### config.mk
export PLATFORM = sky130hd
export DESIGN_NAME = cg_palette_out_flat
export DESIGN_NICKNAME = d
export VERILOG_FILES = /design/src/rtl/cg_palette_out_if.sv /design/src/rtl/cg_palette_out.sv /design/src/flat_wrapper.sv
export SDC_FILE = /design/constraint.sdc
export NUM_CORES = 1
export LEC_CHECK = 0
export BUFFER_PORTS_ARGS = -buffer_cell sky130_fd_sc_hd__buf_4
export CAP_MARGIN = 25
export CELL_PAD_IN_SITES_DETAIL_PLACEMENT = 1
export CELL_PAD_IN_SITES_GLOBAL_PLACEMENT = 2
export CORE_MARGIN = 2
export CORE_UTILIZATION = 30
export CTS_BUF_LIST = sky130_fd_sc_hd__clkbuf_8 sky130_fd_sc_hd__clkbuf_16
export CTS_CLUSTER_DIAMETER = 150
export DETAILED_ROUTE_END_ITERATION = 10
export PLACE_DENSITY_LB_ADDON = 0.08
export RECOVER_POWER = 100
export SLEW_MARGIN = 20
export SYNTH_ARGS = -nofsm -noshare
export SYNTH_HDL_FRONTEND = slang
export SYNTH_SLANG_ARGS = --single-unit
### constraint.sdc
create_clock -name clk_sys -period 2.7 [get_ports clk_sys]
set_input_delay 0.54 -clock clk_sys [delete_from_list [all_inputs] [get_ports clk_sys]]
set_output_delay 0.54 -clock clk_sys [all_outputs]
set_load 0.01 [all_outputs]
### src/rtl/cg_palette_out_if.sv
// Palette write port of cg_palette_out: byte-wide shadow-palette loads plus the pending-commit flag.
interface cg_palette_out_if #(
    parameter int COLOR_BITS = 4
);
    logic                  pal_wr;
    logic [COLOR_BITS+1:0] pal_addr;   // {entry, comp}
    logic [7:0]            pal_data;
    logic                  pal_pending;

    modport master (output pal_wr, pal_addr, pal_data, input  pal_pending);
    modport slave  (input  pal_wr, pal_addr, pal_data, output pal_pending);
endinterface

### src/rtl/cg_palette_out.sv
// ColourGenie palette lookup, 8-bit colour expansion and 2-stage video output pipeline.
// Define PALETTE_WRITE_EN to compile in the byte-loadable shadow palette committed at vblank start.
module cg_palette_out #(
    parameter int COLOR_BITS = 4,
    parameter int COMP_W     = 6
) (
    input  logic                  clk_sys,
    input  logic                  reset,
    input  logic                  ce_pix,
    input  logic                  pixel,
    input  logic [COLOR_BITS-1:0] color,
    input  logic                  hsync_in,
    input  logic                  vsync_in,
    input  logic                  hblank_in,
    input  logic                  vblank_in,
    cg_palette_out_if.slave       pal,
    output logic [7:0]            vga_r,
    output logic [7:0]            vga_g,
    output logic [7:0]            vga_b,
    output logic                  vga_hs,
    output logic                  vga_vs,
    output logic                  vga_hb,
    output logic                  vga_vb,
    output logic                  vga_de,
    output logic                  ce_out
);
    localparam int ENTRIES = 2 ** COLOR_BITS;

    typedef logic [COMP_W-1:0] comp_t;

    function automatic logic [17:0] default_rgb6(input int idx);
        case (idx)
            0:       default_rgb6 = {6'd23, 6'd23, 6'd23};
            1:       default_rgb6 = {6'd27, 6'd63, 6'd58};
            2:       default_rgb6 = {6'd50, 6'd9,  6'd23};
            3:       default_rgb6 = {6'd58, 6'd58, 6'd58};
            4:       default_rgb6 = {6'd63, 6'd60, 6'd15};
            5:       default_rgb6 = {6'd42, 6'd63, 6'd18};
            6:       default_rgb6 = {6'd58, 6'd27, 6'd10};
            7:       default_rgb6 = {6'd58, 6'd63, 6'd9};
            8:       default_rgb6 = {6'd11, 6'd20, 6'd63};
            9:       default_rgb6 = {6'd47, 6'd55, 6'd63};
            10:      default_rgb6 = {6'd49, 6'd19, 6'd63};
            11:      default_rgb6 = {6'd34, 6'd25, 6'd63};
            12:      default_rgb6 = {6'd35, 6'd35, 6'd35};
            13:      default_rgb6 = {6'd7,  6'd49, 6'd35};
            14:      default_rgb6 = {6'd38, 6'd8,  6'd63};
            15:      default_rgb6 = {6'd63, 6'd63, 6'd63};
            default: default_rgb6 = '0;
        endcase
    endfunction

    // MSB-first bit walk: truncates when COMP_W < 6, replicates when COMP_W > 6.
    function automatic comp_t default_comp(input int idx, input int comp);
        logic [17:0] rgb;
        logic [5:0]  v;
        comp_t       r;
        rgb = default_rgb6(idx);
        v   = (comp == 0) ? rgb[17:12] : (comp == 1) ? rgb[11:6] : rgb[5:0];
        for (int i = 0; i < COMP_W; i++) r[COMP_W-1-i] = v[5-(i%6)];
        return r;
    endfunction

    function automatic logic [7:0] expand(input comp_t c);
        logic [7:0] e;
        for (int i = 0; i < 8; i++) e[7-i] = c[COMP_W-1-(i%COMP_W)];
        return e;
    endfunction

    logic                  ce1;
    logic                  s1_pixel, s1_hs, s1_vs, s1_hb, s1_vb;
    logic [COLOR_BITS-1:0] s1_color;
    comp_t                 look_r, look_g, look_b;
    logic                  unused_pal;

`ifdef PALETTE_WRITE_EN
    comp_t                 active [ENTRIES][3];
    comp_t                 shadow [ENTRIES][3];
    logic                  pending;
    logic                  vb_prev;
    logic                  commit;
    logic                  wr_en;
    logic [COLOR_BITS-1:0] wr_entry;
    logic [1:0]            wr_comp;

    assign wr_entry   = pal.pal_addr[COLOR_BITS+1:2];
    assign wr_comp    = pal.pal_addr[1:0];
    assign wr_en      = pal.pal_wr && (wr_comp != 2'd3);
    assign commit     = vblank_in && !vb_prev && pending;
    assign unused_pal = ^pal.pal_data;

    always_ff @(posedge clk_sys) begin
        if (reset) begin
            // NOTE: both palettes are explicitly reset because they must come back holding the default table.
            for (int e = 0; e < ENTRIES; e++) begin
                for (int c = 0; c < 3; c++) begin
                    active[e][c] <= default_comp(e, c);
                    shadow[e][c] <= default_comp(e, c);
                end
            end
            pending <= 1'b0;
            vb_prev <= 1'b0;
        end else begin
            vb_prev <= vblank_in;
            // A same-cycle write misses this commit and keeps pending set for the next vblank.
            if (commit) active <= shadow;
            if (wr_en) begin
                case (wr_comp)
                    2'd0:    shadow[wr_entry][0] <= pal.pal_data[7 -: COMP_W];
                    2'd1:    shadow[wr_entry][1] <= pal.pal_data[7 -: COMP_W];
                    default: shadow[wr_entry][2] <= pal.pal_data[7 -: COMP_W];
                endcase
                pending <= 1'b1;
            end else if (commit) begin
                pending <= 1'b0;
            end
        end
    end

    assign pal.pal_pending = pending;

    always_comb begin
        look_r = active[s1_color][0];
        look_g = active[s1_color][1];
        look_b = active[s1_color][2];
    end
`else
    assign pal.pal_pending = 1'b0;
    assign unused_pal      = ^{pal.pal_wr, pal.pal_addr, pal.pal_data};

    always_comb begin
        look_r = default_comp(int'(s1_color), 0);
        look_g = default_comp(int'(s1_color), 1);
        look_b = default_comp(int'(s1_color), 2);
    end
`endif

    always_ff @(posedge clk_sys) begin
        if (reset) begin
            ce1      <= 1'b0;
            ce_out   <= 1'b0;
            s1_color <= '0;
            s1_pixel <= 1'b0;
            s1_hs    <= 1'b0;
            s1_vs    <= 1'b0;
            s1_hb    <= 1'b0;
            s1_vb    <= 1'b0;
            vga_r    <= 8'd0;
            vga_g    <= 8'd0;
            vga_b    <= 8'd0;
            vga_hs   <= 1'b0;
            vga_vs   <= 1'b0;
            vga_hb   <= 1'b1;
            vga_vb   <= 1'b1;
        end else begin
            // NOTE: non-blocking so stage 2 consumes stage 1's pre-edge contents while stage 1 reloads.
            ce1    <= ce_pix;
            ce_out <= ce1;
            if (ce_pix) begin
                s1_color <= color;
                s1_pixel <= pixel;
                s1_hs    <= hsync_in;
                s1_vs    <= vsync_in;
                s1_hb    <= hblank_in;
                s1_vb    <= vblank_in;
            end
            if (ce1) begin
                vga_hs <= s1_hs;
                vga_vs <= s1_vs;
                vga_hb <= s1_hb;
                vga_vb <= s1_vb;
                if (!s1_pixel || s1_hb || s1_vb) begin
                    vga_r <= 8'd0;
                    vga_g <= 8'd0;
                    vga_b <= 8'd0;
                end else begin
                    vga_r <= expand(look_r);
                    vga_g <= expand(look_g);
                    vga_b <= expand(look_b);
                end
            end
        end
    end

    assign vga_de = ~(vga_hb | vga_vb);

endmodule

### src/flat_wrapper.sv
// flat-port wrapper written by rule: the top's interface ports become plain ports
module cg_palette_out_flat 
#(
    parameter int COLOR_BITS = 4,
    parameter int COMP_W     = 6
)
  (clk_sys, reset, ce_pix, pixel, color, hsync_in, vsync_in, hblank_in, vblank_in, vga_r, vga_g, vga_b, vga_hs, vga_vs, vga_hb, vga_vb, vga_de, ce_out, pal_pal_wr, pal_pal_addr, pal_pal_data, pal_pal_pending);
  cg_palette_out_if #(.COLOR_BITS(COLOR_BITS)) pal_i ();
  input  logic clk_sys;
  input  logic reset;
  input  logic ce_pix;
  input  logic pixel;
  input  logic [COLOR_BITS-1:0] color;
  input  logic hsync_in;
  input  logic vsync_in;
  input  logic hblank_in;
  input  logic vblank_in;
  output logic [7:0] vga_r;
  output logic [7:0] vga_g;
  output logic [7:0] vga_b;
  output logic vga_hs;
  output logic vga_vs;
  output logic vga_hb;
  output logic vga_vb;
  output logic vga_de;
  output logic ce_out;
  input wire logic [$bits(pal_i.pal_wr)-1:0] pal_pal_wr;
  input wire logic [$bits(pal_i.pal_addr)-1:0] pal_pal_addr;
  input wire logic [$bits(pal_i.pal_data)-1:0] pal_pal_data;
  output wire logic [$bits(pal_i.pal_pending)-1:0] pal_pal_pending;
  assign pal_i.pal_wr = pal_pal_wr;
  assign pal_i.pal_addr = pal_pal_addr;
  assign pal_i.pal_data = pal_pal_data;
  assign pal_pal_pending = pal_i.pal_pending;
  cg_palette_out #(.COLOR_BITS(COLOR_BITS), .COMP_W(COMP_W)) u_core (.clk_sys(clk_sys), .reset(reset), .ce_pix(ce_pix), .pixel(pixel), .color(color), .hsync_in(hsync_in), .vsync_in(vsync_in), .hblank_in(hblank_in), .vblank_in(vblank_in), .pal(pal_i), .vga_r(vga_r), .vga_g(vga_g), .vga_b(vga_b), .vga_hs(vga_hs), .vga_vs(vga_vs), .vga_hb(vga_hb), .vga_vb(vga_vb), .vga_de(vga_de), .ce_out(ce_out));
endmodule
==> out/qor.csv, run 1 <==
metric;value;unit
period utilization;82.0;%
post_cts resized;0;
Routed Antenna Nets;0;
Switching Fraction;25.0;%
Hold Vio Cnt, Final;0;
CTS tree;done;
I/O Buffers;41;
max_slew headroom;41.5;%
Clock Latency Late Sink;0.29;ns
DR pass1 iterations;4;
count leader, synth;dfxtp_1;
CP max FO;26;
VDD IR max;0.247;mV
list of most frequent post-synthesis cells;dfxtp_1 (51), nor2_1 (33), a21oi_1 (23), nor2b_1 (22), mux2i_1 (12);
largest net degree at the start of global routing;27;
leading area contributor after synthesis;dfxtp_1;
Die Ht;87.5;um
pwr/cell area;597;nW/um^2
antenna violations before repair;0;
global-route wire length before repair;7620;um
Synth top area share;48.8;%
startpoint class of the critical path;input pin;
Setup TNS;0;ns
Max Clock Freq;452;MHz
Worst Setup Path Type;input pin to register;
Inserted Clock Buffers;5;
Min Hold Slack;0.467;ns
Int Power;1070;uW
Synth Cell Area;2090;sq um
Hold Path Class;register to register;
core box area;6760;sq um
critical path's most frequent cell;clkbuf_1;
initial core utilization;30.9;%
Tmin final;2.21;ns
Die Footprint;7650;sq um
worst-margin pin slew;0.877;ns
die span in x;87.5;um
GPL Wtd Cong;0.755;
post-DR wirelength/cell;13.9;um
fin util;35.4;%
Post-synth EDFFs;0;
Slowest cell on crit path;clkbuf_1;
Area Growth Syn to Fin;14.3;%
Clock Skew;0.00396;ns
P_sw;356;uW
# Max-Cap Violations;0;
YS warnings;0;
Clock Path Buffers;2;
number of global-route vias before repair;1413;
Tot GR Track Use;12.9;%
Critical Path Max Stage Delay;0.46;ns
post-synthesis sequential area ratio;48.8;%
Reg power frac;56.7;%
Final Setup Violations;0;
part of the power in the clock network;31.7;%
H-tree depth;2;
Vias/cell;4.50;
# rows;30;
R2R Path Start;u_core.ce1$_SDFF_PP0_;
RSZ-0062 raised after global routing;no;
Critical Path Sink Type;register;
Leak;0.00102;uW
ANT cells;0;
Yosys reg bits;51;
synthesized netlist cell count;224;
Worst setup startpoint;reset;
ys flop type;dfxtp_1;
DRC viols;0;
Post-CTS Setup Inserts;0;
Clock Root Buffer;clkbuf_8;
CTS Sinks;51;
Slew Viols, Final;0;
Clock transition at path regs;0.09;ns
Syn Nets;259;
worst hold start;u_core.look_g[3]$_DFF_P_;
Routed Wire Length;4730;um
Worst EP required;2.88;ns
hold buffer count at CTS;0;
worst path cell trace;clkbuf_1 > buf_4 > or2_0 > clkbuf_1 > mux4_2;
routed vias;1525;
Comb pwr share;11.5;%
Distinct cells, synth;29;
grt ovf;0;
initial DRC count;60;
asr flop ratio synth;0;%
Critical Path AT;2.39;ns
layout cells sized above 1;10.8;%
Final #Nets;293;
Layout fillers;818;
Synth Area per Inst;9.33;sq um
# IOs;58;
Final HPWL DP;3210;um
top cells by area, synth;dfxtp_1 (49%), nor2b_1 (6.6%), nor2_1 (5.9%), mux2i_1 (5.7%), a21oi_1 (5.5%);
status;finished, final reports clean;
==> state kept, by name, summed over array words and instances (netlist names), 4 cells and up <==
| register | flops |
|---|---|
| u_core.s1_color | 4 |
| u_core.look_b | 6 |
| u_core.look_r | 6 |
| u_core.vga_r | 6 |
| u_core.vga_g | 6 |
| u_core.look_g | 6 |
| u_core.vga_b | 6 |
==> cell usage in the layout, fill, tap and decap left out, drive strengths merged, types with 5 or more instances in the layout <==
| cell type | Yosys | routed |
|---|---|---|
| buf | 15 | 16 |
| or2 | 5 | 5 |
| a21oi | 23 | 23 |
| o21ai | 9 | 9 |
| dfxtp | 51 | 51 |
| a22oi | 5 | 5 |
| nor2 | 33 | 33 |
| clkbuf | 8 | 40 |
| mux2i | 12 | 12 |
| nor2b | 22 | 22 |
| nor3 | 5 | 5 |
| ha | 8 | 8 |
| inv | 11 | 12 |
==> cells by family after synthesis <==
kind of cell / after synthesis / synth area share (%)
AO/OA/AOI/OAI: 43 / 11.7
flip-flops: 51 / 48.8
adder cells (fa/ha/maj): 8 / 4.79
buffers and inverters: 34 / 8.98
XOR/XNOR: 1 / 0.419
AND/OR/NAND/NOR: 71 / 16.7
multiplexers: 15 / 8.44
other: 1 / 0.179
==> power by group through the flow <==
stage               registers (uW)  logic [uW]  clock network, uW
floorplan                      828         116                  0
global placement               827         177                  0
global route                   813         186                507
detailed placement             827         177                  0
finish                         809         164                453
CTS                            810         178                479
==> worst paths after layout <==
check                                       to  depth (start not counted)  slack (ns)
hold / removal    u_core.vga_g[5]$_SDFFE_PP0P_                          2        0.47
setup reg to reg  u_core.vga_b[2]$_SDFFE_PP0P_                          5        0.81
hold reg to reg   u_core.vga_g[5]$_SDFFE_PP0P_                          2        0.47
setup / recovery      u_core.look_g[1]$_DFF_P_                          5        0.49
==> layer usage <==
layer	vias to the layer above	GRT usage [%]	wire length [um]	share of wire, %
li1	791	-	-	-
met1	707	19.3	2500	53
met5	-	0	0	0
met2	25	18.6	2020	43
met4	0	3.36	29	0.61
met3	2	3.03	174	3.7
==> area by class of cell <==
type | instances | area [sq um] | share of cell area (%)
sequential | 51 | 1020 | 42.7
multi-input combinational | 139 | 882 | 36.9
timing repair buffer | 50 | 248 | 10.4
tap | 80 | 100 | 4.19
clock buffer | 6 | 82.6 | 3.46
inverter | 11 | 43.8 | 1.83
clock inverter | 2 | 12.5 | 0.524
==> per-stage QoR <==
stage / std cells / setup WS (ns) / instance area [sq um] / total power, uW
3_3_place_gp: 331 / 0.385 / 2430 / 1000
2_1_floorplan: 224 / 0.478 / 2090 / 944
4_1_cts: 339 / 0.681 / 2520 / 1470
5_1_grt: 339 / 0.273 / 2390 / 1510
6_report: 339 / 0.485 / 2390 / 1430
3_5_place_dp: 331 / 0.368 / 2430 / 1000
==> worst max-delay path, delay by kind of cell <==
| family | cells | cell delay, ns |
|---|---|---|
| buffers and inverters | 3 | 1.23 |
| multiplexers | 1 | 0.36 |
| AND/OR/NAND/NOR | 1 | 0.26 |
(Power assumes the default switching activity.)
==> run 2: changes to the inputs <==
==> constraint.sdc (replaced) <==
create_clock -name clk_sys -period 2.1 [get_ports clk_sys]
set_input_delay 0.42 -clock clk_sys [delete_from_list [all_inputs] [get_ports clk_sys]]
set_output_delay 0.42 -clock clk_sys [all_outputs]
set_load 0.01 [all_outputs]
==> run 2 against run 1 <==
Clock power increased by 36%. Worst hold slack got worse by 0.13 ns. Register-to-register slack worse by 0.46 ns. Combinational power grew 37%. Sequential share of layout area shrank 1.3 points. Flip-flop and latch count is the same. Final area increased by 3.1%. Core utilization grew 1.1 points. Critical path type unchanged. Highest routed layer unchanged.
==> out/qor.csv, run 2 (synthesis gave the netlist of run 1 again) <==
metric;value;unit
Critical Path AT;2.01;ns
# Max-Cap Violations;0;
GPL Wtd Cong;0.801;
worst path cell trace;buf_4 > mux2i_1 > or2_0 > buf_4 > inv_2 > ha_1 > mux4_2 > inv_1;
Post-CTS Setup Inserts;0;
core box area;6760;sq um
Leak;0.00105;uW
Hold Vio Cnt, Final;0;
routed vias;1576;
Die Ht;87.5;um
Worst EP required;2.36;ns
Register Area;1020;sq um
number of global-route vias before repair;1542;
Area Growth Syn to Fin;17.9;%
multi-input logic area;888;sq um
hold buffer count at CTS;0;
RSZ-0062 raised after global routing;no;
Final #Nets;302;
hold depth;3;
# IOs;58;
DRC viols;0;
worst-margin pin slew;0.913;ns
Hold Path Class;input pin to register;
critical path's most frequent cell;buf_4;
Tmin final;1.76;ns
Layout fillers;818;
worst hold start;hblank_in;
status;finished, final reports clean;
Critical Path Sink Type;register;
layout cells sized above 1;13.8;%
global-route wire length before repair;7710;um
pwr/cell area;763;nW/um^2
H-tree depth;2;
CTS Sinks;51;
worst path buffer plus inverter count;4;
commonest non-fill, non-tap cells in the layout;dfxtp_1 (51), clkbuf_1 (36), nor2_1 (33);
Setup TNS;0;ns
grt ovf;0;
period utilization;83.8;%
Worst Setup Path Type;input pin to register;
Routed Wire Length;4800;um
Die Footprint;7650;sq um
I/O Buffers;41;
Vias/cell;4.53;
startpoint class of the critical path;input pin;
die span in x;87.5;um
CP max FO;7;
most common cell after layout, fill and taps aside;dfxtp_1;
Hold EP;u_core.s1_hb$_SDFFE_PP0P_;
dpl ws;0.109;ns
Tot GR Track Use;13.3;%
DR pass1 iterations;4;
final setup margin;0.341;ns
R2R depth;7;
Final Setup Violations;0;
Clock transition at path regs;0.09;ns
Max Clock Freq;568;MHz
total power;1880;uW
VDD IR max;0.274;mV
ANT cells;0;
Clock Skew;0.00683;ns
Reg-to-Reg End;u_core.look_r[0]$_DFF_P_;
largest net degree at the start of global routing;24;
Clock Latency Late Sink;0.30;ns
post_cts resized;0;
Inserted Clock Buffers;5;
post-DR wirelength/cell;13.8;um
antenna violations before repair;0;
Routed Antenna Nets;0;
R2R Path Start;u_core.s1_color[1]$_SDFFE_PP0P_;
Placed Instance Area;2500;sq um
Clock Path Buffers;2;
Levels on crit path;8;
Final HPWL DP;3370;um
max_slew headroom;39.1;%
initial core utilization;30.9;%
Clock Root Buffer;clkbuf_8;
Critical Path Max Stage Delay;0.45;ns
Design Area, Final;2460;sq um
family with the most delay on the worst path;multiplexers;
fin util;36.5;%
# rows;30;
Slowest cell on crit path;mux4_2;
Slew Viols, Final;0;
FF-to-FF setup slack;0.35;ns
initial DRC count;53;
CTS tree;done;
run 2: area by class of cell:
cell class | instances | share of cell area (%)
Clock inverter | 1 | 0.305
Inverter | 11 | 1.78
Multi-Input combinational cell | 139 | 36.0
Timing Repair Buffer | 59 | 12.5
Clock buffer | 7 | 3.91
Tap cell | 80 | 4.06
Sequential cell | 51 | 41.4
run 2: worst max path at each step:
| stage | slack (ns) | endpoint | from |
|---|---|---|---|
| 6_report | 0.34 | u_core.look_r[0]$_DFF_P_ | ce_pix |
| 5_1_grt | 0.15 | u_core.look_g[3]$_DFF_P_ | reset |
| 4_1_cts | 0.42 | u_core.look_r[0]$_DFF_P_ | u_core.s1_color[1]$_SDFFE_PP0P_ |
| 3_5_place_dp | 0.11 | u_core.look_g[1]$_DFF_P_ | ce_pix |
| 3_3_place_gp | 0.12 | u_core.look_g[1]$_DFF_P_ | ce_pix |
| 2_1_floorplan | 0.18 | u_core.look_g[1]$_DFF_P_ | ce_pix |
run 2: power by group:
group	switching [uW]	leakage [uW]	internal, uW
sequential	19.4	0.000419	1020
combinational	125	0.000582	98.7
clock	317	0.0000505	300
run 2: through the flow:
step	instances	hold slack, ns
floorplan	224	0.432
finish	348	0.342
CTS	348	0.335
detailed placement	340	0.450
global placement	340	0.442
global route	348	0.343
run 2: tightest hold or removal path: cells and delay by family:
kind	cells	cell delay (ns)
AND/OR/NAND/NOR	1	0.07
multiplexers	1	0.05
buffers and inverters	1	0.07
run 2: metal layers:
metal  vias to the layer above  track usage, %  routed length (um)
met5                         -               0                   0
met4                         0            5.45                  82
met3                         6            2.56                 142
met2                        25            20.7                2150
met1                       733            18.0                2420
li1                        812               -                   -
